### src/rtl/genius_core.sv
// Genius/Simon game engine: LFSR-driven colour sequence, timed lamp playback
// and checking of the player's presses, growing the sequence one step per round.
module genius_core #(
   parameter int N_BUTTONS     = 3,
   parameter int MAX_LEN       = 16,
   parameter int SHOW_ON_CYC   = 4,
   parameter int SHOW_OFF_CYC  = 2,
   parameter int INPUT_TIMEOUT = 64,
   parameter logic [15:0] SEED = 16'hACE1,
   localparam int IDX_W = $clog2(N_BUTTONS),
   localparam int LEN_W = $clog2(MAX_LEN + 1)
) (
   input  logic                 clock,
   input  logic                 reset_n,
   input  logic                 start,
   input  logic [N_BUTTONS-1:0] btn,
   output logic [N_BUTTONS-1:0] lamp,
   output logic [LEN_W-1:0]     level,
   output logic                 busy,
   output logic                 win,
   output logic                 lose,
   output logic [2:0]           state_out
);

   localparam int ADDR_W  = $clog2(MAX_LEN);
   localparam int CNT_MAX = (SHOW_ON_CYC > SHOW_OFF_CYC) ? SHOW_ON_CYC : SHOW_OFF_CYC;
   localparam int CNT_W   = $clog2(CNT_MAX + 1);
   localparam int TMR_W   = $clog2(INPUT_TIMEOUT);

   localparam logic [CNT_W-1:0] ON_LAST  = CNT_W'(SHOW_ON_CYC - 1);
   localparam logic [CNT_W-1:0] OFF_LAST = CNT_W'(SHOW_OFF_CYC - 1);
   // timer holds idle cycles already elapsed; an idle cycle seen with this
   // value would bring it to INPUT_TIMEOUT-1, which is the loss
   localparam logic [TMR_W-1:0] TMO_LAST = TMR_W'(INPUT_TIMEOUT - 2);
   localparam logic [LEN_W-1:0] LEN_MAX  = LEN_W'(MAX_LEN);
   localparam logic [IDX_W:0]   N_EXT    = (IDX_W + 1)'(N_BUTTONS);
   localparam logic [IDX_W-1:0] N_TRUNC  = IDX_W'(N_BUTTONS);

   typedef enum logic [2:0] {
      S_IDLE     = 3'd0,
      S_LEVEL_UP = 3'd1,
      S_SHOW_ON  = 3'd2,
      S_SHOW_OFF = 3'd3,
      S_WAIT     = 3'd4,
      S_WIN      = 3'd5,
      S_LOSE     = 3'd6
   } state_t;

   state_t            state;
   logic [15:0]       lfsr;
   logic [LEN_W-1:0]  pos;
   logic [CNT_W-1:0]  cnt;
   logic [TMR_W-1:0]  timer;
   logic [IDX_W-1:0]  mem [MAX_LEN];

   logic              lfsr_fb;
   logic [IDX_W-1:0]  raw_elem;
   logic [IDX_W-1:0]  new_elem;
   logic [IDX_W-1:0]  cur_elem;
   logic [IDX_W-1:0]  next_elem;
   logic [IDX_W-1:0]  first_elem;
   logic [LEN_W-1:0]  pos_inc;
   logic              pos_last;

   function automatic logic [N_BUTTONS-1:0] onehot(input logic [IDX_W-1:0] idx);
      onehot = {{(N_BUTTONS-1){1'b0}}, 1'b1} << idx;
   endfunction

   assign lfsr_fb  = lfsr[0] ^ lfsr[2] ^ lfsr[3] ^ lfsr[5];
   assign raw_elem = lfsr[IDX_W-1:0];

   // fold out-of-range LFSR values back into 0..N_BUTTONS-1
   always_comb begin
      new_elem = raw_elem;
      if ({1'b0, raw_elem} >= N_EXT)
         new_elem = raw_elem - N_TRUNC;
   end

   assign pos_inc    = pos + LEN_W'(1);
   assign pos_last   = (pos == level - LEN_W'(1));
   assign cur_elem   = mem[pos[ADDR_W-1:0]];
   assign next_elem  = mem[pos_inc[ADDR_W-1:0]];
   // the element being appended in round 1 is not in memory yet
   assign first_elem = (level == '0) ? new_elem : mem[0];

   assign busy      = !(state == S_IDLE || state == S_WIN || state == S_LOSE);
   assign state_out = state;

   always_ff @(posedge clock) begin
      if (state == S_LEVEL_UP)
         mem[level[ADDR_W-1:0]] <= new_elem;
   end

   always_ff @(posedge clock or negedge reset_n) begin
      if (!reset_n) begin
         state <= S_IDLE;
         lamp  <= '0;
         level <= '0;
         win   <= 1'b0;
         lose  <= 1'b0;
         pos   <= '0;
         cnt   <= '0;
         timer <= '0;
         lfsr  <= SEED;
      end else begin
         lfsr <= {lfsr_fb, lfsr[15:1]};
         case (state)
            S_IDLE, S_WIN, S_LOSE: begin
               if (start) begin
                  state <= S_LEVEL_UP;
                  level <= '0;
                  win   <= 1'b0;
                  lose  <= 1'b0;
                  lamp  <= '0;
               end
            end
            S_LEVEL_UP: begin
               level <= level + LEN_W'(1);
               pos   <= '0;
               cnt   <= '0;
               lamp  <= onehot(first_elem);
               state <= S_SHOW_ON;
            end
            S_SHOW_ON: begin
               if (cnt == ON_LAST) begin
                  cnt   <= '0;
                  lamp  <= '0;
                  state <= S_SHOW_OFF;
               end else begin
                  cnt <= cnt + CNT_W'(1);
               end
            end
            S_SHOW_OFF: begin
               if (cnt == OFF_LAST) begin
                  cnt <= '0;
                  if (pos_last) begin
                     pos   <= '0;
                     timer <= '0;
                     state <= S_WAIT;
                  end else begin
                     pos   <= pos_inc;
                     lamp  <= onehot(next_elem);
                     state <= S_SHOW_ON;
                  end
               end else begin
                  cnt <= cnt + CNT_W'(1);
               end
            end
            S_WAIT: begin
               if (btn == '0) begin
                  if (timer == TMO_LAST) begin
                     lose  <= 1'b1;
                     state <= S_LOSE;
                  end else begin
                     timer <= timer + TMR_W'(1);
                  end
               end else if (btn == onehot(cur_elem)) begin
                  if (pos_last) begin
                     if (level == LEN_MAX) begin
                        win   <= 1'b1;
                        lamp  <= '1;
                        state <= S_WIN;
                     end else begin
                        state <= S_LEVEL_UP;
                     end
                  end else begin
                     pos   <= pos_inc;
                     timer <= '0;
                  end
               end else begin
                  lose  <= 1'b1;
                  state <= S_LOSE;
               end
            end
            default: begin
               state <= S_IDLE;
               lamp  <= '0;
            end
         endcase
      end
   end

endmodule

### config.mk
export PLATFORM = sky130hd
export DESIGN_NAME = genius_core
export DESIGN_NICKNAME = d
export VERILOG_FILES = /design/src/rtl/genius_core.sv
export SDC_FILE = /design/constraint.sdc
export NUM_CORES = 1
export LEC_CHECK = 0
export BUFFER_PORTS_ARGS = -buffer_cell sky130_fd_sc_hd__buf_2
export CAP_MARGIN = 20
export CORE_MARGIN = 8
export CORE_UTILIZATION = 48
export CTS_CLUSTER_DIAMETER = 100
export DETAILED_ROUTE_END_ITERATION = 10
export SYNTH_ARGS = -nofsm -noshare
export SYNTH_HDL_FRONTEND = slang
export SYNTH_SLANG_ARGS = --single-unit
### constraint.sdc
create_clock -name clock -period 3.25 [get_ports clock]
set_input_delay 0.1625 -clock clock [delete_from_list [all_inputs] [get_ports clock]]
set_output_delay 0.1625 -clock clock [all_outputs]
set_load 0.02 [all_outputs]
After elaboration in Yosys (flattened, before gate mapping). Memory sizes are Yosys's and may differ from the RTL's. Cells that the tools add are included.

Order comparisons: 1. Muxes and demuxes: 51. Reductions and logical operators: 19. Bitwise logic cells: 3. Equality and inequality tests: 28. Shift-type cells: 3. Add/sub/neg operators: 6.

Operators by type and width (number): $mux 3 (19); $mux 6 (6); $mux 5 (6); $pmux 3 s5 (2); $ne 2x2->1 const B (10); $ne 3x3->1 const B (5); $pmux 5 s3 (1); $pmux 6 s2 (1); $reduce_and 6->1 (2); $add 5x1->5 const B (2); $mux 1 (10); $pmux 5 s2 (1); $reduce_and 5->1 (2); $eq 3x2->1 const B (3); $eq 3x3->1 const B (3); $pmux 3 s3 (1); $shl 1x2->3 const A (3); $reduce_and 8->1 (1); $add 6x1->6 const B (1); $eq 3x1->1 const B (2); $eq 6x6->1 const B (1); $logic_not 3->1 (2); $reduce_bool 2->1 (3); $reduce_bool 3->1 (2); other kinds (17) (22).

Output and inout bits: 14. Memories kept: 1. Input bits: 6. Register bits after elaboration: 43. Bits in writable memories: 32. Logic and storage cells: 121.

Memory list: mem (depth 16, width 2, rd ports 3, clocked after Yosys merged registers in 0, write ports 1, RTL line 54) `logic [IDX_W-1:0] mem [MAX_LEN];`.

Logic depth before layout (Yosys ltp). Gate-level depths: netlist of run 1.

Word-level depth: 6. Mapped depth: 9. Depth with buffers taken out: 9.

Least setup slack after synthesis of run 1. Ideal clock, no wire load.

Path kind: reg-to-reg. Start: register level[0]. End: register pos[0]. Path slack: 812 ps. Cell stages (with the launch flop): 10. Data required time: 3125 ps. Period minus slack after synthesis: 2438 ps. Path buffers: 0. Data arrival time: 2313 ps. Library setup time: 125 ps. Path through: dfrtp_1 inv_1 ha_1 nand2b_1 a21boi_0 o211ai_1 nor2_1 o21ai_0 nand2_2 mux2_4.

Cells in the longest elaborated chain, start to end: 5. Elaborated cells on any way between the ends: 7. Those cells by class: 1 x add/sub; 2 x eq/ne; 3 x mux; 1 x reduce/logical.

RTL lines: start: declaration (RTL line 18) `output logic [LEN_W-1:0] level,`; start signal: assignment (RTL line 118) `level <= level + LEN_W'(1);`; $sub 5x1->5 (*) (RTL line 80) `assign pos_last = (pos == level - LEN_W'(1));`; $eq 5x5->1 (*) (RTL line 80); $mux 5 (RTL line 136) `if (pos_last) begin`; $mux 5 (RTL line 134) `if (cnt == OFF_LAST) begin`; $pmux 5 s3 (RTL line 107) `case (state)`; end signal: assignment (RTL line 141) `pos <= pos_inc;`; end signal: assignment (RTL line 167) `pos <= pos_inc;`; end: declaration (RTL line 51) `logic [LEN_W-1:0] pos;`.

Every way passes the cells marked *; elsewhere a longest branch is shown, timed or not. The select of a mux whose other input is x is not followed. A chain may end at the register's enable or synchronous reset.

Worst setup path in the final report of run 1.
Start: register pos[1]. End: register lamp[1].

Cells in the longest elaborated chain, start to end: 6. Elaborated cells on any way between the ends: 13. Those cells by class: 1 x add/sub; 5 x eq/ne; 2 x shift; 3 x mux; 1 x reduce/logical; 1 x memory.

RTL lines: $add 5x1->5 (RTL line 79) `assign pos_inc = pos + LEN_W'(1);`; $mem_v2 16x2; $shl 1x2->3 (RTL line 66) `onehot = {{(N_BUTTONS-1){1'b0}}, 1'b1} << idx;`; $mux 3 (RTL line 136); $mux 3 (RTL line 134); $pmux 3 s5 (RTL line 107); end signal: assignment (RTL line 121) `lamp <= onehot(first_elem);`; end signal: assignment (RTL line 142) `lamp <= onehot(next_elem);`; end: declaration (RTL line 17) `output logic [N_BUTTONS-1:0] lamp,`.

Parallel ways exist; a longest one is shown, timed or not. The select of a mux whose other input is x is not followed.

==> metrics.cfg, run 1 <==
[status]
status=finished, final reports clean

[route]
vias_per_cell=5.70
routed_wirelength_um=8310
wl_met2_um=3840
wl_met1_um=4120
vias=2586
routed-wl-met3_um=304
dr.pass1.iters=4
top_layer=met4
drc=0
wl_per_cell_um=18.3
ant_nets=0
first_iter_violations=152

[sta]
tightestPinTransition_ns=0.597
fin_skew_ns=0.0128
grt_setup_unrepaired=no
slew_headroom_pct=60.1
layout_setup_ws_ns=0.446
finalHoldViolations=0
fin_setup_tns_ns=0
max_freq_mhz=357
timing.hold.ws_ns=0.240
layout_min_cycle_time_ns=2.80
slew_viol_final=0
setup_viol=0
timing.final.crit_share_pct=86.3

[worst_setup_path]
crit_path_cell_trace=mux4_1, a22o_1, nor2_1, nand4_1, a21boi_2, nand4_1, a31oi_1
critPathTopFamily=compound AO/OA/AOI/OAI gates
crit_path_end_kind=flip-flop
crit_buf_inv=0
cpMaxStageDelayCell=dfrtp_1
ff2ff_setup_slack_ns=0.45
start_kind=flip-flop
max_stage_delay_ns=0.69
crit_arrival_ns=3.07
crit_top_cell=nand4_1
path_class=reg -> reg
required_ns=3.52
path_max_fanout=12
crit_start=pos[1]$_DFFE_PN0P_
worstReg2RegStart=pos[1]$_DFFE_PN0P_
rr_worst_depth=7
r2r-end=lamp[1]$_DFFE_PN0P_

[place]
place.gp.congestion=0.818
post-place-ws_ns=0.450
dp_hpwl_um=6040
numPortBuffers=19
dp_cells=436
placed_area_um2=4150

[final_layout]
area_growth_pct=9.86
final_util_pct=53.8
final_common_cell=dfrtp_1
nets=362
finalNonFillerCells=454
design_area_um2=4380
final_cell_mix=dfrtp_1, edfxtp_1, nor2_1
drive_above_1_share_pct=20.6
fillerInstances=700
antenna_cells=0

[pwr]
p_leak_nw=1.69
cellPowerDensity_nw_per_um2=753
total_power_mw=3.30
peakVddDrop_mv=0.364

[logic_synthesis]
synthFlopType=dfrtp_1
synth_seq_cells=75
syn_area_um2=3980
synthDistinctLibCells=63
yosysWarnings=0
async_reset_ff_share_pct=57.3
synth_edf_count=32
synth_nets=337
synth_area_per_cell_um2=12.5
ys_seq_area_share_pct=51.4
syn_inst=319

[floorplan]
start_util_pct=49.0
boundaryPins=20
fp.dieH_um=107
rows=33
core_area_um2=8130
dieArea_um2=11500
die_w_um=107

[flow_run]
maxCapViolCount=0

[min_path]
hp-class=in -> reg
hold_start=start
hold_path_end=level[3]$_DFFE_PN0P_
min_path_cells=3

[clock_network]
h-tree-depth=3
cts.clk_slew.worst_paths_ns=0.09
numCtsBuffers=9
cts_buffer_depth=2
cts-root-buf=clkbuf_8
cts_resized=0
cts_tree=yes
clock-sinks=75
insertion_delay_ns=0.34

[grt]
antenna_found_initial=0
grt_max_degree=44
track_usage_pct=15.6
grt_pass1_vias=2604
grt_overflow_total=0
grt_pass1_wl_um=13900

==> routing by layer <==
layer / global-route usage [%] / up-vias
li1: - / 1228
met1: 21.9 / 1295
met2: 23.6 / 56
met3: 3.66 / 7
met4: 4.22 / 0
met5: 0 / -
==> cells in the mapped netlist, types with 3 or more instances <==
cell type / instances / area, um^2
ha_1: 12 / 150
and3_1: 9 / 56.3
o21a_1: 4 / 30.0
mux2_4: 4 / 60.1
xnor2_1: 9 / 78.8
clkbuf_8: 3 / 41.3
dfstp_2: 8 / 210
a31oi_1: 5 / 31.3
mux4_1: 5 / 131
dfrtp_1: 35 / 876
nand3_1: 10 / 50.1
a21oi_1: 10 / 50.1
nor2b_1: 11 / 68.8
inv_1: 15 / 56.3
nor2_1: 24 / 90.1
edfxtp_1: 32 / 961
nand2_1: 15 / 56.3
mux2i_1: 4 / 40.0
mux4_2: 13 / 293
o31ai_1: 3 / 22.5
xor2_1: 6 / 52.6
buf_2: 3 / 15.0
and2_1: 13 / 81.3
nand4_1: 6 / 37.5
nand2b_1: 3 / 18.8
nor4b_1: 3 / 26.3
nor3_1: 5 / 25.0
o21ai_0: 10 / 50.1
==> worst max-delay path by stage <==
stage | to | slack (ns) | cells after the start
floorplan | pos[0]$_DFFE_PN0P_ | 0.81 | 9
global placement | lamp[1]$_DFFE_PN0P_ | 0.51 | 7
detailed placement | lamp[2]$_DFFE_PN0P_ | 0.45 | 7
CTS | lamp[2]$_DFFE_PN0P_ | 0.44 | 7
global route | lamp[0]$_DFFE_PN0P_ | 0.16 | 7
finish | lamp[1]$_DFFE_PN0P_ | 0.45 | 7
==> logic make-up (layout without fill, tap and decap cells) <==
family	Yosys count	after routing	share of synthesized area, %
adder cells (fa/ha/maj)	12	12	3.77
flip-flops	75	75	51.4
AO/OA/AOI/OAI	54	54	9.74
buffers and inverters	27	57	3.68
AND/OR/NAND/NOR	109	109	14.7
multiplexers	27	27	13.4
XOR/XNOR	15	15	3.30
==> layout make-up <==
cell class | count | area (um^2) | share of cell area (%)
repair buffers | 25 | 155 | 3.55
well taps | 105 | 131 | 3.00
inverters | 16 | 60.1 | 1.37
flip-flops and latches | 75 | 2050 | 46.8
clock inverters | 6 | 65.1 | 1.49
multi-input cells | 217 | 1790 | 40.9
clock buffers | 10 | 128 | 2.92
==> state kept, by name, indices dropped and copies added (netlist names) <==
register,count
mem,32
lfsr,16
timer,6
level,5
pos,5
cnt,3
lamp,3
state_out,3
lose,1
win,1
==> timing repair <==
item,in CTS,in global routing
endpoints found under the hold margin,0,7
setup buffers,0,0
hold buffers,0,1
==> worst min-delay path, cell delays in order <==
cell     delay, ns
buf_2         0.11
nor2b_1       0.17
nor2_1        0.10
==> report_power, final <==
group	switching (mW)	internal, mW
clock network	0.355	0.355
registers	0.166	1.10
logic	0.765	0.556
total	1.29	2.01
No activity file was read; power rests on OpenSTA's default activity.
==> inputs of run 2 (changes only) <==
--- a/config.mk
+++ b/config.mk
@@ -5,12 +5,14 @@
 export SDC_FILE = /design/constraint.sdc
 export NUM_CORES = 1
 export LEC_CHECK = 0
-export BUFFER_PORTS_ARGS = -buffer_cell sky130_fd_sc_hd__buf_2
 export CAP_MARGIN = 20
+export CORE_ASPECT_RATIO = 0.9
 export CORE_MARGIN = 8
 export CORE_UTILIZATION = 48
+export CTS_BUF_LIST = sky130_fd_sc_hd__clkbuf_16
 export CTS_CLUSTER_DIAMETER = 100
 export DETAILED_ROUTE_END_ITERATION = 10
+export DONT_BUFFER_PORTS = 1
 export SYNTH_ARGS = -nofsm -noshare
 export SYNTH_HDL_FRONTEND = slang
 export SYNTH_SLANG_ARGS = --single-unit
==> metrics.cfg, run 2 (synthesis gave the netlist of run 1 again) <==
[final_layout]
design_area_um2=4410  ; +0.83%
drive_above_1_share_pct=17.4  ; -3.2 points
antenna_cells=0  ; unchanged
final_cell_mix=dfrtp_1, edfxtp_1, nor2_1
area_growth_pct=10.8
final_common_cell=dfrtp_1
nets=346  ; -4.4%
largest_register_ffs=32  ; unchanged

[grt]
antenna_found_initial=0  ; unchanged
grt_max_degree=44  ; unchanged
track_usage_pct=15.5  ; -0.11 points
grt_pass1_wl_um=13800  ; -0.99%
grt_pass1_vias=2642  ; +1.5%
grt_overflow_total=0  ; unchanged

[min_path]
hold_start=start
hp-class=in -> reg

[place]
place.gp.congestion=0.813  ; -0.65%
dp_hpwl_um=5980  ; -1.1%
numPortBuffers=0  ; -19
placed_area_um2=4070  ; -1.9%

[floorplan]
start_util_pct=49.4  ; +0.40 points
core_area_um2=8070  ; -0.82%
rows=31  ; -6.1%
fp.dieH_um=102  ; -4.4%
dieArea_um2=11500  ; about the same
boundaryPins=20  ; unchanged
die_w_um=112  ; +4.6%

[sta]
max_freq_mhz=349  ; -2.1%
timing.final.crit_share_pct=88.2  ; +1.9 points
slew_viol_final=0  ; unchanged
tightestPinTransition_ns=0.606  ; +0.00955 ns
layout_min_cycle_time_ns=2.87  ; +0.0614 ns
grt_setup_unrepaired=no
fin_setup_tns_ns=0  ; unchanged
fin_skew_ns=0.00746  ; -0.00532 ns
finalHoldViolations=0  ; unchanged
slew_headroom_pct=59.0  ; -1.1 points
setup_viol=0  ; unchanged

[clock_network]
cts-root-buf=clkbuf_16
insertion_delay_ns=0.33  ; about the same
cts.clk_slew.worst_paths_ns=0.06  ; -0.03 ns
cts_tree=yes
post_cts_buffers=0  ; unchanged
numCtsBuffers=9  ; unchanged
h-tree-depth=3  ; unchanged
clock-sinks=75  ; unchanged
cts_buffer_depth=2  ; unchanged

[route]
dr.pass1.iters=4  ; unchanged
routed_wirelength_um=8320  ; +0.17%
first_iter_violations=133  ; -13%
vias_per_cell=5.95  ; +4.5%
vias=2571  ; -0.58%
wl_per_cell_um=19.3  ; +5.3%
drc=0  ; unchanged
ant_nets=0  ; unchanged

[worst_setup_path]
worstReg2RegStart=pos[1]$_DFFE_PN0P_
cpMaxStageDelayCell=dfrtp_1
crit_buf_inv=0  ; unchanged
max_stage_delay_ns=0.69  ; about the same
crit_start=pos[1]$_DFFE_PN0P_
crit_path_cell_trace=mux4_1, a22o_1, nor2_1, nand4_1, nand3_2, nand2_2, mux2_4
crit_arrival_ns=3.08  ; about the same
path_max_fanout=12  ; unchanged
critPathTopFamily=multiplexers
crit_path_end_kind=flip-flop
required_ns=3.46  ; -0.06 ns
path_class=reg -> reg
start_kind=flip-flop

[flow_run]
maxCapViolCount=0  ; unchanged

[pwr]
total_power_mw=3.55  ; +7.6%
p_leak_nw=1.68  ; -0.25%
peakVddDrop_mv=0.340  ; -6.8%
cellPowerDensity_nw_per_um2=804  ; +6.7%

[status]
status=finished, final reports clean

## run 2: cell type report
type	count	area, um^2
well taps	99	124
inverters	16	60.1
clock inverters	6	51.3
fillers	701	3660
multi-input cells	217	1790
flip-flops and latches	75	2050
repair buffers	9	90.1
clock buffers	10	250
## run 2: what timing repair did
| item | CTS | global route |
|---|---|---|
| hold buffers | 2 | 0 |
| endpoints found under the setup margin | 0 | 0 |
| resized for setup | 0 | 0 |
| endpoints found under the hold margin | 43 | 0 |
## run 2: worst paths after layout
| kind | depth (start not counted) | slack [ns] | to |
|---|---|---|---|
| worst max-delay path | 7 | 0.38 | pos[2]$_DFFE_PN0P_ |
| worst min-delay path | 2 | 0.12 | level[2]$_DFFE_PN0P_ |
| worst max register to register | 7 | 0.38 | pos[2]$_DFFE_PN0P_ |
| worst min register to register | 0 | 0.35 | lfsr[5]$_DFF_PN1_ |
| max in group asynchronous | 2 | 2.64 | lfsr[15]$_DFF_PN1_ |
| min in group asynchronous | 2 | 0.34 | pos[2]$_DFFE_PN0P_ |
## run 2: metal layers
metal | track usage, % | share of wire (%)
met1 | 20.7 | 48
met4 | 5.49 | 1.3
met5 | 0 | 0
met3 | 4.49 | 6.2
met2 | 23.7 | 45
## run 2: where the power goes
part,switching [mW],internal (mW),total [mW]
registers,0.247,1.10,1.35
clock network,0.424,0.576,1.00
logic,0.675,0.525,1.20
## run 2: metrics by stage
stage	util [%]	setup WS, ns	cells	hold slack (ns)
after floorplan	-	0.812	319	-0.133
after global placement	50.5	0.496	414	-0.132
after detailed placement	50.5	0.431	414	-0.131
after CTS	54.7	0.428	432	0.119
after global routing	54.7	0.241	432	0.141
final	54.7	0.385	432	0.124
